--- src/rtl/regfile_dump_reader_pkg.sv ---
// Shared constants and FSM state encoding for the register-file dump reader.
// Optional build macro used by the top: REGDUMP_SKIP_ZERO_EN (suppress zero-valued entries).
package regfile_dump_reader_pkg;

  localparam int unsigned DEF_DATA_W   = 32;
  localparam int unsigned DEF_NUM_REGS = 32;
  localparam int unsigned DEF_ADDR_W   = 5;

  typedef enum logic [2:0] {
    ST_IDLE  = 3'd0,
    ST_ISSUE = 3'd1,
    ST_CAPT  = 3'd2,
    ST_SEND  = 3'd3,
    ST_DONE  = 3'd4
  } state_e;

endpackage

--- src/rtl/regdump_idx_ctr.sv ---
// Register index counter for the dump walk: clear-to-zero, increment, and last-index flag.
module regdump_idx_ctr
  import regfile_dump_reader_pkg::*;
#(
  parameter int unsigned ADDR_W   = DEF_ADDR_W,
  parameter int unsigned NUM_REGS = DEF_NUM_REGS
) (
  input  logic              clk,
  input  logic              clr,
  input  logic              zero,
  input  logic              inc,
  output logic [ADDR_W-1:0] idx,
  output logic              last_c
);

  localparam logic [ADDR_W-1:0] LAST_IDX = ADDR_W'(NUM_REGS - 1);

  logic [ADDR_W-1:0] idx_q;
  logic [ADDR_W-1:0] idx_d;

  // Next index: zero wins over increment; saturates at the last register.
  always_comb begin
    idx_d = idx_q;
    if (zero) begin
      idx_d = '0;
    end else if (inc && (idx_q != LAST_IDX)) begin
      idx_d = idx_q + ADDR_W'(1);
    end
  end

  // Index register.
  always_ff @(posedge clk or posedge clr) begin
    if (clr) begin
      idx_q <= '0;
    end else begin
      idx_q <= idx_d;
    end
  end

  assign idx    = idx_q;
  assign last_c = (idx_q == LAST_IDX);

endmodule

--- src/rtl/regfile_dump_reader.sv ---
// Walks registers 0..NUM_REGS-1 through a registered read port and streams (index, value)
// over valid/ready. Build macro REGDUMP_SKIP_ZERO_EN drops zero-valued entries from the stream.
module regfile_dump_reader
  import regfile_dump_reader_pkg::*;
#(
  parameter int unsigned DATA_W   = DEF_DATA_W,
  parameter int unsigned NUM_REGS = DEF_NUM_REGS,
  parameter int unsigned ADDR_W   = DEF_ADDR_W
) (
  input  logic              clk,
  input  logic              clr,
  input  logic              start,
  output logic              busy,
  output logic              done,
  output logic [ADDR_W-1:0] rd_addr,
  input  logic [DATA_W-1:0] rd_data,
  output logic              out_valid,
  input  logic              out_ready,
  output logic [DATA_W-1:0] out_data,
  output logic [ADDR_W-1:0] out_index
);

  state_e            state_q, state_d;
  logic              busy_q, busy_d;
  logic              done_q, done_d;
  logic              out_valid_q, out_valid_d;
  logic [ADDR_W-1:0] rd_addr_q, rd_addr_d;
  logic [ADDR_W-1:0] out_index_q, out_index_d;
  logic [DATA_W-1:0] out_data_q, out_data_d;

  logic [ADDR_W-1:0] idx;
  logic              idx_last_c;
  logic              idx_zero_c;
  logic              idx_inc_c;

  regdump_idx_ctr #(
    .ADDR_W   (ADDR_W),
    .NUM_REGS (NUM_REGS)
  ) u_idx_ctr (
    .clk    (clk),
    .clr    (clr),
    .zero   (idx_zero_c),
    .inc    (idx_inc_c),
    .idx    (idx),
    .last_c (idx_last_c)
  );

  // Next-state and next-output logic; flag outputs decode the next state so they stay registered.
  always_comb begin
    state_d     = state_q;
    rd_addr_d   = rd_addr_q;
    out_data_d  = out_data_q;
    out_index_d = out_index_q;
    idx_zero_c  = 1'b0;
    idx_inc_c   = 1'b0;

    case (state_q)
      ST_IDLE: begin
        if (start) begin
          idx_zero_c = 1'b1;
          state_d    = ST_ISSUE;
        end
      end
      ST_ISSUE: begin
        rd_addr_d = idx;
        state_d   = ST_CAPT;
      end
      ST_CAPT: begin
`ifdef REGDUMP_SKIP_ZERO_EN
        if (rd_data == '0) begin
          if (idx_last_c) begin
            state_d = ST_DONE;
          end else begin
            idx_inc_c = 1'b1;
            state_d   = ST_ISSUE;
          end
        end else begin
          out_data_d  = rd_data;
          out_index_d = idx;
          state_d     = ST_SEND;
        end
`else
        out_data_d  = rd_data;
        out_index_d = idx;
        state_d     = ST_SEND;
`endif
      end
      ST_SEND: begin
        if (out_ready) begin
          if (idx_last_c) begin
            state_d = ST_DONE;
          end else begin
            idx_inc_c = 1'b1;
            state_d   = ST_ISSUE;
          end
        end
      end
      ST_DONE: begin
        state_d = ST_IDLE;
      end
      default: begin
        state_d = ST_IDLE;
      end
    endcase

    busy_d      = (state_d != ST_IDLE);
    done_d      = (state_d == ST_DONE);
    out_valid_d = (state_d == ST_SEND);
  end

  // FSM state and output registers; clr aborts any dump in progress.
  always_ff @(posedge clk or posedge clr) begin
    if (clr) begin
      state_q     <= ST_IDLE;
      busy_q      <= 1'b0;
      done_q      <= 1'b0;
      out_valid_q <= 1'b0;
      rd_addr_q   <= '0;
      out_data_q  <= '0;
      out_index_q <= '0;
    end else begin
      state_q     <= state_d;
      busy_q      <= busy_d;
      done_q      <= done_d;
      out_valid_q <= out_valid_d;
      rd_addr_q   <= rd_addr_d;
      out_data_q  <= out_data_d;
      out_index_q <= out_index_d;
    end
  end

  assign busy      = busy_q;
  assign done      = done_q;
  assign out_valid = out_valid_q;
  assign rd_addr   = rd_addr_q;
  assign out_data  = out_data_q;
  assign out_index = out_index_q;

endmodule
--- config.mk ---
export PLATFORM = sky130hd
export DESIGN_NAME = regfile_dump_reader
export DESIGN_NICKNAME = d
export VERILOG_FILES = /design/src/rtl/regfile_dump_reader_pkg.sv /design/src/rtl/regdump_idx_ctr.sv /design/src/rtl/regfile_dump_reader.sv
export SDC_FILE = /design/constraint.sdc
export NUM_CORES = 1
export LEC_CHECK = 0
export CAP_MARGIN = 30
export CORE_MARGIN = 2
export CORE_UTILIZATION = 40
export CTS_CLUSTER_DIAMETER = 100
export DETAILED_ROUTE_END_ITERATION = 10
export GPL_TIMING_DRIVEN = 0
export PLACE_DENSITY = 0.76
export SLEW_MARGIN = 5
export SYNTH_ARGS = -nofsm -noshare
export SYNTH_HDL_FRONTEND = slang
export SYNTH_HIERARCHICAL = 1
export SYNTH_SLANG_ARGS = --single-unit
export TNS_END_PERCENT = 20
--- constraint.sdc ---
create_clock -name clk -period 1.9 [get_ports clk]
set_input_delay 0.285 -clock clk [delete_from_list [all_inputs] [get_ports clk]]
set_output_delay 0.285 -clock clk [all_outputs]
set_load 0.1 [all_outputs]
## After elaboration in Yosys (flattened, before gate mapping)

Index checks and enable logic that the tools add are counted.

| word-level totals | value |
|---|---|
| register bits | 53 |
| output and inout port bits | 45 |
| logic and storage cells | 31 |

| cells by class | value |
|---|---|
| add/sub/neg operators | 1 |
| equality and inequality tests | 7 |
| mux-type cells | 11 |
| reduce and logical (&&, ||, !) cells | 4 |

Operators by type and width:

| cell | number |
|---|---|
| 3-bit case mux with 4 select lines | 1 |
| 5-bit 2-to-1 mux | 2 |
| 3-bit by 2-bit equality test with 1-bit output, second input constant | 3 |
| 3-bit 2-to-1 mux | 3 |
| 5-bit by 1-bit adder with 5-bit output, second input constant | 1 |
| 5-bit equality test, second input constant | 1 |
| 1-bit 2-to-1 mux | 5 |
| 5-bit inequality test, second input constant | 1 |
| 3-bit by 1-bit equality test with 1-bit output, second input constant | 1 |
| 3-bit equality test, second input constant | 1 |
| 3-bit logical NOT | 1 |
| 3-bit nonzero test | 1 |
| 2-bit nonzero test | 1 |
| 1-bit logical AND | 1 |

## Logic depth before layout (Yosys ltp)

| logic depth | value |
|---|---|
| depth after elaboration | 7 |
| gate-level depth with buffers | 7 |
| gate-level depth less buffers | 7 |

## By module

Netlist, hierarchy kept.

Modules (own cells, without submodules):

| module | instances | cells an instance | area each (µm²) | seq. area each (µm²) |
|---|---|---|---|---|
| regfile_dump_reader | 1 | 113 | 2004.4 | 1201.2 |
| regdump_idx_ctr | 1 | 26 | 261.5 | 125.1 |

## Worst setup path after synthesis

OpenSTA, ideal clock, no wires.

| path | value |
|---|---|
| path kind | register to register |
| start | register u_idx_ctr.idx_q[0] (netlist: u_idx_ctr/idx[0]) |
| end | register u_idx_ctr.idx_q[3] (netlist: u_idx_ctr/idx[3]) |
| arrival | 1.980 ns |
| data required time | 1.822 ns |
| path slack | -0.158 ns |
| stages on the path, launching flop included | 8 |
| path buffers | 0 |
| clock period less this slack | 2.058 ns |
| path through | dfrtp_1 -> ha_1 -> and3_1 -> ha_1 -> nor3b_1 -> nand2b_4 -> or3_1 -> a21oi_1 |

| between the ends | value |
|---|---|
| word-level cells in the longest chain between the ends | 6 |
| elaborated cells on any way between the ends | 10 |
| those cells by class | add/sub: 1; eq/ne: 2; mux: 5; reduce/logical: 2 |

Ends and longest elaborated chain:

| item | RTL line | text |
|---|---|---|
| start, declared | regdump_idx_ctr.sv:18 | `logic [ADDR_W-1:0] idx_q;` |
| start signal, assigned | regdump_idx_ctr.sv:36 | `idx_q <= idx_d;` |
| 5-bit equality test | regdump_idx_ctr.sv:41 | `assign last_c = (idx_q == LAST_IDX);` |
| named net idx_last_c | regfile_dump_reader.sv:32 | `logic idx_last_c;` |
| 1-bit 2-to-1 mux | regfile_dump_reader.sv:90 | `if (idx_last_c) begin` |
| 1-bit 2-to-1 mux | regfile_dump_reader.sv:89 | `if (out_ready) begin` |
| 1-bit 2-to-1 mux | regfile_dump_reader.sv:57 | `case (state_q)` |
| named net idx_inc_c | regfile_dump_reader.sv:34 | `logic idx_inc_c;` |
| 1-bit logical AND | regdump_idx_ctr.sv:26 | `end else if (inc && (idx_q != LAST_IDX)) begin` |
| 2-bit nonzero test (no line) | n/a |  |

The timed path passes the listed nets, and every way through them passes these cells. The select of a mux whose other input is x is not followed.
A chain may end at the register's enable or synchronous reset.

## Worst setup path in the final report

| path | value |
|---|---|
| start | register u_idx_ctr.idx_q[1] (netlist: u_idx_ctr/idx[1]) |
| end | register u_idx_ctr.idx_q[3] (netlist: u_idx_ctr/idx[3]) |

The elaborated chain is that of the path after synthesis.

==> impl_metrics.py <==
metrics = {
    "cells_and_area": {
        "final_nets": 272,
        "layout-drive-gt1-share_pct": 32.05,
        "fin_util_pct": 60.49,
        "diodes": 0,
        "final_cell_mix": "52 x dfrtp_1, 45 x dlygate4sd2_1, 35 x clkdlybuf4s50_1",
        "mostFrequentLayoutCell": "dfrtp_1",
        "stdcell_count": 306,
        "area_growth_pct": 46.11,
    },
    "detailed_routing": {
        "drc_errors": 0,
        "num_vias": 1419,
        "drt_iter0_markers": 66,
        "routed_wl_mm": 4.570,
        "firstDrtPassIters": 4,
        "avgRoutedWirePerCell_um": 14.93,
        "viasPerCell": 4.637,
        "antenna_left": 0,
    },
    "setup_path": {
        "start_kind": "flop",
        "critical_path_required_ps": 2130,
        "r2r_end": "u_idx_ctr/idx[3]",
        "critical_path_class": "reg2reg",
        "rr_worst_depth": 7,
        "crit_slowest_cell": "dfrtp_1",
        "cp_max_fo": 4,
        "max_stage_delay_ps": 440,
        "setup.worst_path.end_class": "flop",
        "r2r_setup_slack_ps": 40,
        "crit_top_cell": "ha_4",
        "rr_startpoint": "u_idx_ctr/idx[1]",
        "arrival_ps": 2100,
        "cp_cell_sequence": "ha_4 > and3_4 > ha_4 > nor3b_4 > nand2b_4 > or3_4 > a21oi_2",
    },
    "synth": {
        "seq_area_frac_synth_pct": 58.53,
        "synth-edff-count": 0,
        "synth_cells": 139,
        "netlist_top_cells_area": "dfrtp_1 59%, mux2_4 20%, mux2_2 6.0%, buf_12 2.7%, ha_1 1.1%",
        "avgSynthCellArea_um2": 16.30,
        "yosysWarnings": 6,
        "synth_top_flop_cell": "dfrtp_1",
        "ys_ff_latch": 53,
        "synth_top_area_share_pct": 58.53,
        "async_reset_ff_share_pct": 100.0,
        "yosys.area.top_type": "dfrtp_1",
        "syn-num-nets": 177,
        "synth_cell_types": 31,
        "netlist_area_mm2": 0.002266,
    },
    "place": {
        "dpl.cell_count": 292,
        "routabilityCongestion": 0.7189,
        "hpwl_mm": 3.191,
        "io_buffer_count": 80,
        "post-place-ws_ps": -135.7,
    },
    "global_routing": {
        "grt-ovfl-total": 0,
        "grt_pass1_vias": 1425,
        "grt_pass1_wl_mm": 7.334,
        "grtUsageTotal_pct": 15.15,
        "antenna_found_initial": 0,
        "grt_max_degree": 40,
    },
    "clock_tree": {
        "cts.htree.levels": 2,
        "numCtsBuffers": 5,
        "path_clk_slew_ps": 80,
        "hold_buffers": 0,
        "cts_tree": "yes",
        "cts_max_path_buffers": 2,
        "cts.sinks": 53,
        "clkLatencyLatePin_ps": 300,
        "cts_root_buffer": "clkbuf_8",
    },
    "floorplanning": {
        "start_util_pct": 41.40,
        "core-area_mm2": 0.005473,
        "fp.dieW_um": 79.27,
        "die_y_um": 79.27,
        "rows": 27,
        "io_pins": 81,
        "dieArea_mm2": 0.006283,
    },
    "timing": {
        "whs_ps": 218.3,
        "post-route-period-util_pct": 97.92,
        "skew_ps": 5.273,
        "relSlewSlack_pct": 32.19,
        "fmax_ghz": 0.5375,
        "worstMarginPinSlew_ps": 1021,
        "layout_min_cycle_time_ps": 1860,
        "setup_ws_ps": 39.56,
        "finalHoldViolCount": 0,
        "setup_violations": 0,
        "drv_slew": 0,
    },
    "flow_run": {
        "maxCapViolCount": 0,
    },
    "status": {
        "outcome": "finished clean",
    },
    "hold_path": {
        "hp-class": "in2async",
    },
}
[flip-flops by register name (all words and copies together), names as in the netlist]
signal         cells
busy               1
done               1
out_data          32
out_index          5
out_valid          1
rd_addr            5
state_q            3
u_idx_ctr/idx      5
[final cells by class]
type                            count  area (um^2)
Sequential cell                    53         1328
Buffer                              6        87.58
Inverter                            2        7.507
Fill cell                         440         2162
Multi-Input combinational cell     78        894.6
Timing Repair Buffer               88        817.0
Tap cell                           72        90.09
Clock buffer                        7        86.33
[cells by family after synthesis]
kind of cell	Yosys count	synth area share (%)
flops	53	58.53
fa+ha+maj	2	1.104
buf+inv	8	4.197
mux	42	25.84
compound gates	8	2.209
simple gates	24	7.344
xor+xnor	2	0.7732
[per-layer routing]
| metal | up-vias | routed length (um) | GRT usage [%] |
|---|---|---|---|
| met2 | 50 | 2173 | 23.98 |
| li1 | 676 | - | - |
| met3 | 7 | 265 | 3.182 |
| met5 | - | 0 | 0 |
| met1 | 686 | 2019 | 20.16 |
| met4 | 0 | 112 | 6.552 |
[worst max path at each step]
stage / start / to / slack (ps) / depth (start not counted)
2_1_floorplan: u_idx_ctr/idx[0] / u_idx_ctr/idx[3] / 40 / 7
5_1_grt: u_idx_ctr/idx[1] / u_idx_ctr/idx[3] / -20 / 7
4_1_cts: u_idx_ctr/idx[0] / u_idx_ctr/idx[3] / -100 / 7
3_5_place_dp: u_idx_ctr/idx[0] / u_idx_ctr/idx[3] / -140 / 7
3_3_place_gp: clr / out_data[22] / -490 / 2
6_report: u_idx_ctr/idx[1] / u_idx_ctr/idx[3] / 40 / 7
[stage by stage]
stage | setup TNS (ps) | area (um^2)
after floorplan | 0 | 2273
after global placement | -23600 | 3164
after detailed placement | -174.1 | 3184
after CTS | -96.28 | 3231
after global routing | -24.97 | 3311
final | 0 | 3311
[cell usage after synthesis (2+ instances only)]
| cell type | count |
|---|---|
| a21oi_1 | 4 |
| and4b_1 | 2 |
| nand2_1 | 4 |
| nor2_1 | 5 |
| mux2_2 | 12 |
| inv_1 | 2 |
| buf_6 | 2 |
| buf_12 | 3 |
| dfrtp_1 | 53 |
| ha_1 | 2 |
| mux2_4 | 30 |
[critical path: cells and delay by family, from the launching register on]
kind                     cells  cell delay (ps)
AO/OA/AOI/OAI                1              110
adder cells (fa/ha/maj)      2              350
flip-flops                   1              440
AND/OR/NAND/NOR              4              890
[what timing repair did]
item | 4_1_cts | 5_1_grt
resized for setup | 47 | 6
endpoints found under the hold margin | 0 | 0
pin swaps | 0 | 4
setup endpoints to repair | 48 | 5
buffers inserted | 0 | 7
Power is left out: the tool's default activity adds up to more than one toggle a clock period on the data nets, which glitch-free logic cannot reach.
